**config.mk**
```make
export PLATFORM = sky130hd
export DESIGN_NAME = jam_cost_server_flat
export DESIGN_NICKNAME = d
export VERILOG_FILES = /design/src/rtl/jam_pkg.sv /design/src/rtl/jam_cost_server_if.sv /design/src/rtl/jam_cost_table.sv /design/src/rtl/jam_cost_server.sv /design/src/flat_wrapper.sv
export SDC_FILE = /design/constraint.sdc
export NUM_CORES = 1
export LEC_CHECK = 0
export ABC_AREA = 0
export ABC_CLOCK_PERIOD_IN_PS = 2900
export CORE_ASPECT_RATIO = 1.75
export CORE_MARGIN = 4
export CORE_UTILIZATION = 38
export DETAILED_ROUTE_END_ITERATION = 6
export GPL_TIMING_DRIVEN = 0
export SLEW_MARGIN = 10
export SYNTH_ARGS = -nofsm -noshare
export SYNTH_HDL_FRONTEND = slang
export SYNTH_SLANG_ARGS = --single-unit
```
**constraint.sdc**
```tcl
create_clock -name CLK -period 2.9 [get_ports CLK]
set_input_delay 0.725 -clock CLK [delete_from_list [all_inputs] [get_ports CLK]]
set_output_delay 0.725 -clock CLK [all_outputs]
set_load 0.1 [all_outputs]
```
**src/rtl/jam_pkg.sv**
```systemverilog
// Shared JAM definitions: widths, table geometry and the cost-server FSM states.
// No ports; imported by the cost server, its table and the JAM solver.
package jam_pkg;

    localparam int COST_W      = 7;
    localparam int MIN_W       = 10;
    localparam int CNT_W       = 4;
    localparam int ACC_W       = 16;
    localparam int NUM_W       = 8;
    localparam int NUM_J       = 8;
    localparam int TABLE_DEPTH = 64;
    localparam int IDX_W       = $clog2(TABLE_DEPTH);

    typedef enum logic [1:0] {
        LOAD,
        RELEASE,
        SERVE,
        DONE
    } jam_state_e;

endpackage

```
**src/rtl/jam_cost_server_if.sv**
```systemverilog
// Bundles the serial load port and the JAM query/result port of the cost server.
// slave: cost-server view; master: loader + solver view.
interface jam_cost_server_if;

    logic                        ld_valid;
    logic                        ld_ready;
    logic [jam_pkg::COST_W-1:0]  ld_data;
    logic [2:0]                  W;
    logic [2:0]                  J;
    logic [jam_pkg::COST_W-1:0]  Cost;
    logic                        Valid;
    logic [jam_pkg::MIN_W-1:0]   MinCost;
    logic [jam_pkg::CNT_W-1:0]   MatchCount;
    logic                        jam_rst;

    modport slave (
        input  ld_valid, ld_data, W, J, Valid, MinCost, MatchCount,
        output ld_ready, Cost, jam_rst
    );

    modport master (
        output ld_valid, ld_data, W, J, Valid, MinCost, MatchCount,
        input  ld_ready, Cost, jam_rst
    );

endinterface

```
**src/rtl/jam_cost_table.sv**
```systemverilog
// 64 x COST_W cost storage: one synchronous write port, one combinational read.
// Ports: CLK, we_i/waddr_i/wdata_i (write), raddr_i -> rdata_o (read). Not reset.
module jam_cost_table
    import jam_pkg::*;
(
    input  logic              CLK,
    input  logic              we_i,
    input  logic [IDX_W-1:0]  waddr_i,
    input  logic [COST_W-1:0] wdata_i,
    input  logic [IDX_W-1:0]  raddr_i,
    output logic [COST_W-1:0] rdata_o
);

    logic [COST_W-1:0] mem_q [TABLE_DEPTH];

    always_ff @(posedge CLK) begin
        if (we_i) begin
            mem_q[waddr_i] <= wdata_i;
        end
    end

    assign rdata_o = mem_q[raddr_i];

endmodule

```
**src/rtl/jam_cost_server.sv**
```systemverilog
// JAM cost server: serial table load, zero-latency (W,J)->Cost, result capture.
// Ports: CLK, RST (async, active-high), bus (jam_cost_server_if.slave),
// restart, res_valid/res_min/res_match, busy, access_cnt.
// Macro JAM_ACCESS_COUNT_EN enables the SERVE-cycle counter on access_cnt.
module jam_cost_server
    import jam_pkg::*;
(
    input  logic               CLK,
    input  logic               RST,
    jam_cost_server_if.slave   bus,
    input  logic               restart,
    output logic               res_valid,
    output logic [MIN_W-1:0]   res_min,
    output logic [CNT_W-1:0]   res_match,
    output logic               busy,
    output logic [ACC_W-1:0]   access_cnt
);

    jam_state_e         state_q, state_d;
    logic [IDX_W-1:0]   idx_q, idx_d;
    logic               we;
    logic               ld_ready_q;
    logic               jam_rst_q;
    logic               busy_q;
    logic               res_valid_q;
    logic [MIN_W-1:0]   res_min_q;
    logic [CNT_W-1:0]   res_match_q;
    logic [COST_W-1:0]  rdata;
    logic               capture;

    jam_cost_table u_table (
        .CLK     (CLK),
        .we_i    (we),
        .waddr_i (idx_q),
        .wdata_i (bus.ld_data),
        .raddr_i ({bus.W, bus.J}),
        .rdata_o (rdata)
    );

    assign capture = (state_q == SERVE) && bus.Valid;

    always_comb begin
        state_d = state_q;
        idx_d   = idx_q;
        we      = 1'b0;
        unique case (state_q)
            LOAD: begin
                if (bus.ld_valid) begin
                    we    = 1'b1;
                    idx_d = idx_q + 1'b1;
                    if (idx_q == IDX_W'(TABLE_DEPTH - 1)) begin
                        state_d = RELEASE;
                    end
                end
            end
            RELEASE: state_d = SERVE;
            SERVE: begin
                if (bus.Valid) begin
                    state_d = DONE;
                end
            end
            DONE: begin
                if (restart) begin
                    state_d = LOAD;
                    idx_d   = '0;
                end
            end
        endcase
    end

    // Handshake/reset outputs are decoded from the next state so they
    // change on the same edge as the state and never glitch.
    always_ff @(posedge CLK or posedge RST) begin
        if (RST) begin
            state_q     <= LOAD;
            idx_q       <= '0;
            ld_ready_q  <= 1'b1;
            jam_rst_q   <= 1'b1;
            busy_q      <= 1'b1;
            res_valid_q <= 1'b0;
            res_min_q   <= '0;
            res_match_q <= '0;
        end else begin
            state_q     <= state_d;
            idx_q       <= idx_d;
            ld_ready_q  <= (state_d == LOAD);
            jam_rst_q   <= (state_d != SERVE);
            busy_q      <= (state_d != DONE);
            res_valid_q <= capture;
            if (capture) begin
                res_min_q   <= bus.MinCost;
                res_match_q <= bus.MatchCount;
            end
        end
    end

    assign bus.ld_ready = ld_ready_q;
    assign bus.jam_rst  = jam_rst_q;
    assign bus.Cost     = (state_q == SERVE) ? rdata : '0;
    assign busy         = busy_q;
    assign res_valid    = res_valid_q;
    assign res_min      = res_min_q;
    assign res_match    = res_match_q;

`ifdef JAM_ACCESS_COUNT_EN
    logic [ACC_W-1:0] acc_q;

    // RELEASE always leads to SERVE, so clearing there clears on entry.
    always_ff @(posedge CLK or posedge RST) begin
        if (RST) begin
            acc_q <= '0;
        end else if (state_q == RELEASE) begin
            acc_q <= '0;
        end else if ((state_q == SERVE) && (acc_q != '1)) begin
            acc_q <= acc_q + 1'b1;
        end
    end

    assign access_cnt = acc_q;
`else
    assign access_cnt = '0;
`endif

endmodule

```
**src/flat_wrapper.sv**
```systemverilog
// flat-port wrapper written by rule: the top's interface ports become plain ports
module jam_cost_server_flat import jam_pkg::*;
  (CLK, RST, restart, res_valid, res_min, res_match, busy, access_cnt, bus_ld_valid, bus_ld_data, bus_W, bus_J, bus_Valid, bus_MinCost, bus_MatchCount, bus_ld_ready, bus_Cost, bus_jam_rst);
  jam_cost_server_if bus_i ();
  input  logic CLK;
  input  logic RST;
  input  logic restart;
  output logic res_valid;
  output logic [MIN_W-1:0] res_min;
  output logic [CNT_W-1:0] res_match;
  output logic busy;
  output logic [ACC_W-1:0] access_cnt;
  input wire logic [$bits(bus_i.ld_valid)-1:0] bus_ld_valid;
  input wire logic [$bits(bus_i.ld_data)-1:0] bus_ld_data;
  input wire logic [$bits(bus_i.W)-1:0] bus_W;
  input wire logic [$bits(bus_i.J)-1:0] bus_J;
  input wire logic [$bits(bus_i.Valid)-1:0] bus_Valid;
  input wire logic [$bits(bus_i.MinCost)-1:0] bus_MinCost;
  input wire logic [$bits(bus_i.MatchCount)-1:0] bus_MatchCount;
  output wire logic [$bits(bus_i.ld_ready)-1:0] bus_ld_ready;
  output wire logic [$bits(bus_i.Cost)-1:0] bus_Cost;
  output wire logic [$bits(bus_i.jam_rst)-1:0] bus_jam_rst;
  assign bus_i.ld_valid = bus_ld_valid;
  assign bus_i.ld_data = bus_ld_data;
  assign bus_i.W = bus_W;
  assign bus_i.J = bus_J;
  assign bus_i.Valid = bus_Valid;
  assign bus_i.MinCost = bus_MinCost;
  assign bus_i.MatchCount = bus_MatchCount;
  assign bus_ld_ready = bus_i.ld_ready;
  assign bus_Cost = bus_i.Cost;
  assign bus_jam_rst = bus_i.jam_rst;
  jam_cost_server u_core (.CLK(CLK), .RST(RST), .bus(bus_i), .restart(restart), .res_valid(res_valid), .res_min(res_min), .res_match(res_match), .busy(busy), .access_cnt(access_cnt));
endmodule
```
# After elaboration in Yosys (flattened, before gate mapping)
# Memory sizes are Yosys's and may differ from the RTL's.
# Cells that the tools add are included.
[totals] register_bits=26 latchBits=0 mem_bits_rw=448 rom_bits=0 output_inout_bits=41 memories=1
[mem_list] name="u_core.u_table.mem_q" depth=64 word_bits=7 rd=1 rd_clocked_by_memory_dff=0 write_ports=1 line_no="jam_cost_table.sv:14" text="logic [COST_W-1:0] mem_q [TABLE_DEPTH];"
[op_classes] add_sub_neg=1 mul=0 div=0 magnitude_cmp=0 eq_ne=8 shift=0 mux=13 bitwise=0 reduce_logical=5
[op_table] op="$mux W6" count=2
[op_table] op="$pmux W6 S2" count=1
[op_table] op="$mux W2" count=4
[op_table] op="$ne A2 B2 Y1 const B" count=4
[op_table] op="$pmux W2 S4" count=1
[op_table] op="$mux W7" count=1
[op_table] op="$add A6 B1 Y6 const B" count=1
[op_table] op="$eq A6 B6 Y1 const B" count=1
[op_table] op="$eq A2 B2 Y1 const B" count=2
[op_table] op="$logic_not A2 Y1" count=2
[op_table] op="$mux W1" count=4
[op_table] op="$reduce_and A3 Y1" count=1
[op_table] op="$eq A2 B1 Y1 const B" count=1
[op_table] op="$reduce_bool A2 Y1" count=1
[op_table] op="$logic_and A1 B1 Y1" count=1

# Longest topological paths before layout
# Gate-level depths: netlist (run 1).
[depth] depth_word=5 depth_mapped=9

# Cells and area by module
# Synthesis (run 1) repeated with hierarchy kept, for this count alone.
[hier_totals] cells_unflattened=926 hier_area_um2=18816.8
[modules_own_cells] module="jam_cost_table" n_inst=1 cells_per_inst=820 area_each_um2=17495.5 seq_area_each_um2=13452.9
[modules_own_cells] module="jam_cost_server" n_inst=1 cells_per_inst=106 area_each_um2=1321.3 seq_area_each_um2=654.4

# Worst setup path after synthesis (run 1)
# Ideal clock, no wire load.
[synth_timing] kind="input to output" startpoint="input port bus_J[0]" endpoint="output port bus_Cost[5]" t_arrival_ns=4.027 t_required_ns=2.175 path_slack_ns=-1.852 cell_stages=7 n_path_buf=3 path_cell_list="buf_6 > buf_6 > buf_4 > mux4_2 > mux2i_1 > a22o_1 > o31ai_1"
[synth_via] elab_chain_cells=2
[synth_rtl] element="start: declaration" line_no="flat_wrapper.sv:16" text="input wire logic [$bits(bus_i.J)-1:0] bus_J;"
[synth_rtl] element="$mem_v2 Z64 W7"
[synth_rtl] element="$mux W7" line_no="jam_cost_server.sv:99" text="assign bus.Cost = (state_q == SERVE) ? rdata : '0;"
[synth_rtl] element="end: declaration" line_no="flat_wrapper.sv:21" text="output wire logic [$bits(bus_i.Cost)-1:0] bus_Cost;"
# Every way passes these cells.

# Worst setup path after layout (run 1)
[layout_timing] startpoint="input port bus_J[0]" endpoint="output port bus_Cost[6]"
# The elaborated chain is that of the path after synthesis.

==> summary by stage, run 1 <==
Run status
The run finished, with violations left. The checks that failed: negative setup slack.

Synth
The most used flip-flop cell after synthesis is edfxtp_1. The gate count after technology mapping is 901. The most used standard cell by instance count after synthesis is edfxtp_1.

The flop and latch count out of synthesis is 474. The average cell area after synthesis is 20.7 um^2. The number of distinct library cell variants in the gate-level netlist after synthesis is 44. The yosys synthesis warning count is 0. The share of synthesized area in the top cell type comes to 0.720. By area the synthesized netlist is led by edfxtp_1 (72%), mux4_2 (15%), dfrtp_1 (3.1%), nor2_1 (1.5%), mux2i_1 (1.2%). In the synthesized netlist, the cells that appear most often are edfxtp_1 (448), mux4_2 (125), nor2_1 (75). The fraction of registers with async set/reset is 0.0549.

In this run the cell area of the synthesized design comes to 18700 um^2. In this run, synthesis inferred 448 flip-flops with an integrated enable. The proportion of synthesized chip area in sequential cells is 0.755.

The cell accounting for the most synthesized area is edfxtp_1.

Pwr
The sum of internal, switching and leakage power is 16.1 mW. Of the total power, combinational logic draws 0.193. Across the VDD grid, the largest voltage drop is 736 uV.

Of the total power, registers draw 0.483. For this design the static power due to leakage is 7.21 nW. For this design the total switching power over the nets is 4.69 mW. The switching share of power is 0.292.

The share of total power dissipated in the clock network is 0.324. The power density over the cells is 712 nW/um^2. The cell-internal power is approximately 11 mW.

Clocking
After clock tree synthesis, the clock-pin slew on the worst setup and hold paths is ~0.060 ns. Clock latency on the worst-skew pair, taken at its later pin, is 0.56 ns. TritonCTS built the clock tree.

The number of clock buffers added by TritonCTS is 42. The clock root buffer is clkbuf_16. The clock tree buffer depth is 3. CTS saw 474 sinks. The H-tree was split into 2 levels. Hold repair after CTS inserted 0 buffers.

Place
The placed instances occupy a cell area of just over 20000 um^2. The placed instance count is about 1.6k. The number of input and output port buffers inserted is 53. Routability-driven placement finished with a final weighted congestion of 0.824. The half-perimeter wire length after placement is 32600 um.

Floorplan
The core area is 48700 um^2. The die is 301 um tall. In this run the horizontal extent of the chip is approximately 180 um.

The total I/O pin count is 73. The initial utilization of the core area, before any placement, comes to 0.384. The die covers about 53000 um^2. The floorplan has 107 rows.

STA
The count of final setup violators is 7. The final count of hold timing violations is 0. The minimum clock period is 3.54 ns. The number of pins exceeding their max-slew limit in the final report is 0.

Setup repair after global routing could not meet its margin everywhere. After layout, the worst setup slack is -0.636 ns. The maximum frequency from static timing analysis is roughly 280 MHz. The tightest slew margin relative to the limit is 0.322. After routing, the total negative slack on setup checks comes to -4.17 ns. Across the routed clock network, the largest skew measured is 0.0158 ns.

The final period utilization is 1.22. The slew at the pin with the worst max-slew slack is 1.02 ns.

Setup path
The start-to-end type of the worst setup path is input pin to output port. For the worst setup path, the data required time is roughly 2.2 ns. The arrival time of data at the critical path endpoint is 2.81 ns. The startpoint kind of the worst setup timing path is an input pin. In this run the worst path has a maximum fanout of 7. STA classifies the critical path endpoint as an output port.

Finish
The number of antenna diodes in the final layout is 0. In the final layout, the multi-input gates occupy 4580 um^2. In the final layout, the share of cells above drive strength 1 is 0.335. The area used by sequential logic in the layout is 14100 um^2.

At the end of the flow the core is filled with cells to 0.463. The post-route non-filler standard cell count is 1730. The final layout contains 1078 nets. The post-synthesis to final-layout area growth is 20.6%. The cell area after layout is 22500 um^2. Counting the fill cells in the layout gives 4109.

Global route
The initial antenna violation count was 0. The number of global-route vias before repair is between 9k and 10k. The global-route wire length before repair is approximately 69000 um. In the global route stage, overall resource usage came out at 0.180. The maximum number of pins on one net before global-route repair is between 50 and 60. The global route total overflow is 0.

Route
The detail route stage leaves a number of antenna-violating nets equal to 0. The DRC violations left is 0. For this block, the via count after detailed routing is 9368. Dividing the detail-routed wire length by the instance count gives around 28 um.

The DRC violation total after the first TritonRoute iteration is 905. The final wirelength is between 40000 and 50000 um. Dividing the detail-routed via count by the number of cells gives 5.42. The first detailed-routing pass took 5 iterations.

Hold path
The tightest min-delay check is of the register to register type.

Run
Max-cap violations in this run came to 0.
power groups by stage:
stage          Clock, mW  Sequential (mW)  Combinational [mW]
6_report            5.20             7.75                3.10
5_1_grt             5.57             7.77                3.21
2_1_floorplan          0             8.80                1.15
3_5_place_dp           0             7.88                2.88
3_3_place_gp           0             7.89                2.85
4_1_cts             5.28             7.74                3.06
per-stage QoR:
step	worst slack [ns]	hold WS, ns
after floorplan	-0.453	0.581
after global placement	-2.65	0.487
after CTS	-0.646	0.513
final	-0.636	0.508
after global routing	-0.652	0.532
after detailed placement	-2.64	0.497
logic make-up after synthesis:
family	share of synthesized area
mux	0.171
buf+inv	0.0217
compound gates	0.0145
simple gates	0.0371
xor+xnor	0.000469
other cells	0.000201
fa+ha+maj	0.000669
flops	0.755
placed cells by master (no fill, tap or decap), types with 4 or more instances in the layout:
cell / synthesis / final
mux2i_2: 0 / 5
buf_4: 25 / 35
clkbuf_2: 0 / 4
conb_1: 1 / 16
mux4_2: 125 / 125
edfxtp_1: 448 / 448
dfrtp_1: 23 / 23
nand3b_1: 4 / 4
mux2_2: 14 / 14
nor2_2: 0 / 25
nand2_1: 27 / 26
clkbuf_16: 0 / 44
nand3_1: 14 / 8
nor2_1: 75 / 48
buf_12: 0 / 26
clkbuf_1: 20 / 22
a21oi_1: 7 / 7
buf_8: 0 / 4
nand4_1: 4 / 4
mux2i_4: 0 / 5
nor2b_1: 4 / 4
clkinv_1: 1 / 10
buf_6: 4 / 6
nand2b_1: 5 / 4
mux2i_1: 22 / 12
dlygate4sd2_1: 0 / 5
buf_2: 12 / 8
clkdlybuf4s50_1: 0 / 33
clkinv_2: 0 / 6
nor3_1: 7 / 4
buf_16: 0 / 9
critical path, cell delays in order:
cell,delay [ns]
buf_16,0.13
buf_16,0.16
mux4_2,0.53
mux4_2,0.55
o211ai_1,0.34
nand3_4,0.16
buf_12,0.20
flip-flops by register name (all words and copies together), names as in the netlist:
name                  cells
u_core.busy               1
u_core.res_valid          1
u_core.res_min           10
u_core.bus.ld_ready       1
u_core.bus.jam_rst        1
u_core.u_table.mem_q    448
u_core.state_q            2
u_core.res_match          4
u_core.idx_q              6
final timing paths:
path                                                       from                                     to  slack [ns]  depth (start not counted)
worst max-delay path                                   bus_J[0]                            bus_Cost[6]       -0.64                          7
worst min-delay path            u_core.res_match[1]$_DFFE_PP0P_        u_core.res_match[1]$_DFFE_PP0P_        0.51                          1
worst max register to register      u_core.state_q[0]$_DFF_PP0_  u_core.u_table.mem_q[45][1]$_DFFE_PP_        0.14                          6
worst min register to register  u_core.res_match[1]$_DFFE_PP0P_        u_core.res_match[1]$_DFFE_PP0P_        0.51                          1
max in group asynchronous                                   RST            u_core.idx_q[5]$_DFFE_PP0P_        1.57                          2
min in group asynchronous                                   RST             u_core.res_valid$_DFF_PP0_        0.71                          2
area by class of cell:
type                       instances  share of cell area
buffer                            65              0.0325
multi-input combinational        371               0.203
clock buffer                      54              0.0486
sequential                       474               0.626
tap                              654              0.0363
clock inverter                    21             0.00616
timing repair buffer              86              0.0465
inverter                           5             0.00105
metal layers:
metal / share of wire / global-route usage / vias to the layer above / wire length (um)
met3: 0.050 / 0.0235 / 115 / 2410
met1: 0.35 / 0.203 / 4960 / 16700
li1: - / - / 3943 / -
met2: 0.55 / 0.336 / 350 / 26000
met5: 0 / 0 / - / 0
met4: 0.054 / 0.0844 / 0 / 2580
repair_timing:
item / CTS / global route
setup endpoints to repair: 180 / 123
buffers inserted: 12 / 9
pin swaps: 3 / 11
resized for setup: 192 / 28
cloned: 3 / 2
No activity file was read; power rests on OpenSTA's default activity.
==> run 2: changes to the inputs <==
--- a/config.mk
+++ b/config.mk
@@ -12,6 +12,7 @@
 export CORE_UTILIZATION = 38
 export DETAILED_ROUTE_END_ITERATION = 6
 export GPL_TIMING_DRIVEN = 0
+export SKIP_CTS_REPAIR_TIMING = 1
 export SLEW_MARGIN = 10
 export SYNTH_ARGS = -nofsm -noshare
 export SYNTH_HDL_FRONTEND = slang
==> summary by stage, run 2 (synthesis gave the netlist of run 1 again) <==
Route
The final wirelength is 47300 um. After detailed routing, the average wire length per cell comes to 27.3 um. The DRC violations left is 0.

The total number of vias is slightly above 9k. The pre-antenna-repair detailed-routing pass consisted of 5 iterations. The detailed router finished its first iteration with roughly 940 violations.

In the routed layout, each cell is associated on average with a via count of about 5.4. In this run the remaining antenna-violating nets after routing total 0.

Pwr
The power density over the cells is 713 nW/um^2. The sum of internal, switching and leakage power is 16.0 mW. The switching power of the nets is 4.66 mW. The share of total power dissipated in sequential elements is 0.486.

For this design the static power due to leakage is approximately 7.2 nW. The internal power of the cells totals 11.3 mW. The share of total power dissipated in combinational logic is 0.189. The switching share of power is 0.292. The maximum vdd ir drop is roughly 740 uV. The proportion of power drawn by the clock network is 0.325.

STA
The slew at the pin with the worst max-slew slack is between 1 and 1.5 ns. Setup repair after global routing could not meet its margin everywhere. The maximum frequency from static timing analysis is 279 MHz. The final count of hold timing violations is 0. The worst-case setup margin in the final layout is -0.685 ns. The final sum of negative setup slack is -4.15 ns.

Of the available clock period, the critical path in the final layout requires 1.24. Setup violations remaining at the end of the flow were counted as 7. After layout, the minimum clock period comes to 3.58 ns. The tightest slew margin relative to the limit is 0.322. The smallest hold slack is between 0.5 and 0.6 ns. The number of pins exceeding their max-slew limit in the final report is 0. The final worst clock skew is 0.0189 ns.

Clocking
The H-tree was split into 2 levels. The count of clock tree sinks is 474. The clock tree buffer depth is 3. The clock slew seen by the registers of the worst setup and hold paths is roughly 0.060 ns.

For the worst-skew pair, the clock arrives at the later sink with an insertion delay of 0.56 ns. In this run, CTS created clock tree buffers numbering 42. The cell sitting at the root of the clock tree is a clkbuf_16. TritonCTS built the clock tree.

Setup path
The arrival time of data at the critical path endpoint is between 2 and 3 ns. The start-to-end type of the worst setup path is input pin to output port. The startpoint kind of the worst setup timing path is an input pin. In this run the worst path has a maximum fanout of 7. The worst endpoint required time is 2.17 ns.

The type of element capturing the critical path is an output port.

Global route
The number of global-route vias before repair is 9774. The first global-routing pass estimated 67200 um of wire. Entering global routing, the biggest net connects 52 pins. The global route total overflow is 0. The initial antenna violation count came to 0. The all-layer global routing usage is 0.177.

Run status
The checks that failed: negative setup slack. The run finished, with violations left.

Place
The number of input and output port buffers inserted is 53. OpenSTA, run right after detailed placement, puts the worst setup slack at -2.64 ns. The congestion estimate from routability-driven global placement came to 0.824. The HPWL after detailed placement is approximately 33000 um.

Finish
In the layout the commonest cells are edfxtp_1 (448), mux4_2 (125), buf_4 (48). In the final layout, the share of cells above drive strength 1 is 0.339. The flip-flop count of the largest register after layout is 448. The post-synthesis to final-layout area growth is 19.8%. The number of antenna cells inserted is 0.

At the end of the flow, the number of nets in the layout was 1083. The most common library cell in the layout ignoring fill and taps is edfxtp_1. The post-layout utilization of the core is 0.460. The register with the highest flop count is u_core.u_table.mem_q.

Floorplan
The initial utilization of the core area, before any placement, comes to 0.384. The floorplan step set the die height to 301 um. The die footprint is 53000 um^2. For this design the top-level I/O count stands at 73.

The core area is just under 50000 um^2. The die is 176 um wide. The initialized floorplan defines about 110 standard-cell rows.

Run
Across the run, the number of max-cap violations was 0.

Hold path
The class of the worst hold path is register to register.
[run 2: path summary, 6_finish.rpt]
path	from	to	slack [ns]	depth (start not counted)
min	u_core.res_min[5]$_DFFE_PP0P_	u_core.res_min[5]$_DFFE_PP0P_	0.51	1
max reg2reg	u_core.state_q[0]$_DFF_PP0_	u_core.u_table.mem_q[21][0]$_DFFE_PP_	0.13	6
max	bus_J[0]	bus_Cost[6]	-0.68	7
min reg2reg	u_core.res_min[5]$_DFFE_PP0P_	u_core.res_min[5]$_DFFE_PP0P_	0.51	1
max in group asynchronous	RST	u_core.idx_q[3]$_DFFE_PP0P_	1.56	2
min in group asynchronous	RST	u_core.res_valid$_DFF_PP0_	0.72	2
[run 2: metal layers]
metal / part of all wire / up-vias / GRT usage
li1: - / 3957 / -
met1: 0.35 / 4922 / 0.199
met2: 0.55 / 374 / 0.327
met3: 0.053 / 95 / 0.0236
met4: 0.051 / 0 / 0.0871
met5: 0 / - / 0
[run 2: layout make-up]
| cell class | count | area, um^2 |
|---|---|---|
| Sequential cell | 474 | 14100 |
| Clock buffer | 54 | 1100 |
| Timing Repair Buffer | 91 | 957 |
| Inverter | 5 | 22.5 |
| Fill cell | 4118 | 26300 |
| Buffer | 65 | 678 |
| Multi-Input combinational cell | 371 | 4580 |
| Tap cell | 654 | 818 |
| Clock inverter | 21 | 139 |
[run 2: power by group through the flow]
stage	sequential (mW)	clock, mW	combinational (mW)
finish	7.75	5.19	3.02
global route	7.77	5.56	3.13
CTS	7.74	5.28	2.89
detailed placement	7.88	0	2.88
global placement	7.89	0	2.85
floorplan	8.80	0	1.15
[run 2: critical path: stages]
cell,delay [ns]
buf_16,0.14
buf_16,0.16
mux4_2,0.53
mux4_2,0.54
o211ai_1,0.35
nand3_4,0.18
buf_12,0.21
[run 2: through the flow]
| step | instances | area [um^2] |
|---|---|---|
| 2_1_floorplan | 916 | 18900 |
| 3_3_place_gp | 1623 | 20300 |
| 3_5_place_dp | 1630 | 20400 |
| 4_1_cts | 1705 | 21600 |
| 5_1_grt | 1735 | 22400 |
| 6_report | 1735 | 22400 |
==> run 3: changes to the inputs <==
--- a/config.mk
+++ b/config.mk
@@ -10,6 +10,7 @@
 export CORE_ASPECT_RATIO = 1.75
 export CORE_MARGIN = 4
 export CORE_UTILIZATION = 38
+export CTS_CLUSTER_DIAMETER = 150
 export DETAILED_ROUTE_END_ITERATION = 6
 export GPL_TIMING_DRIVEN = 0
 export SKIP_CTS_REPAIR_TIMING = 1
==> results of run 3 <==
Same layout as run 2: the final DEF is identical, and so are final timing and power.
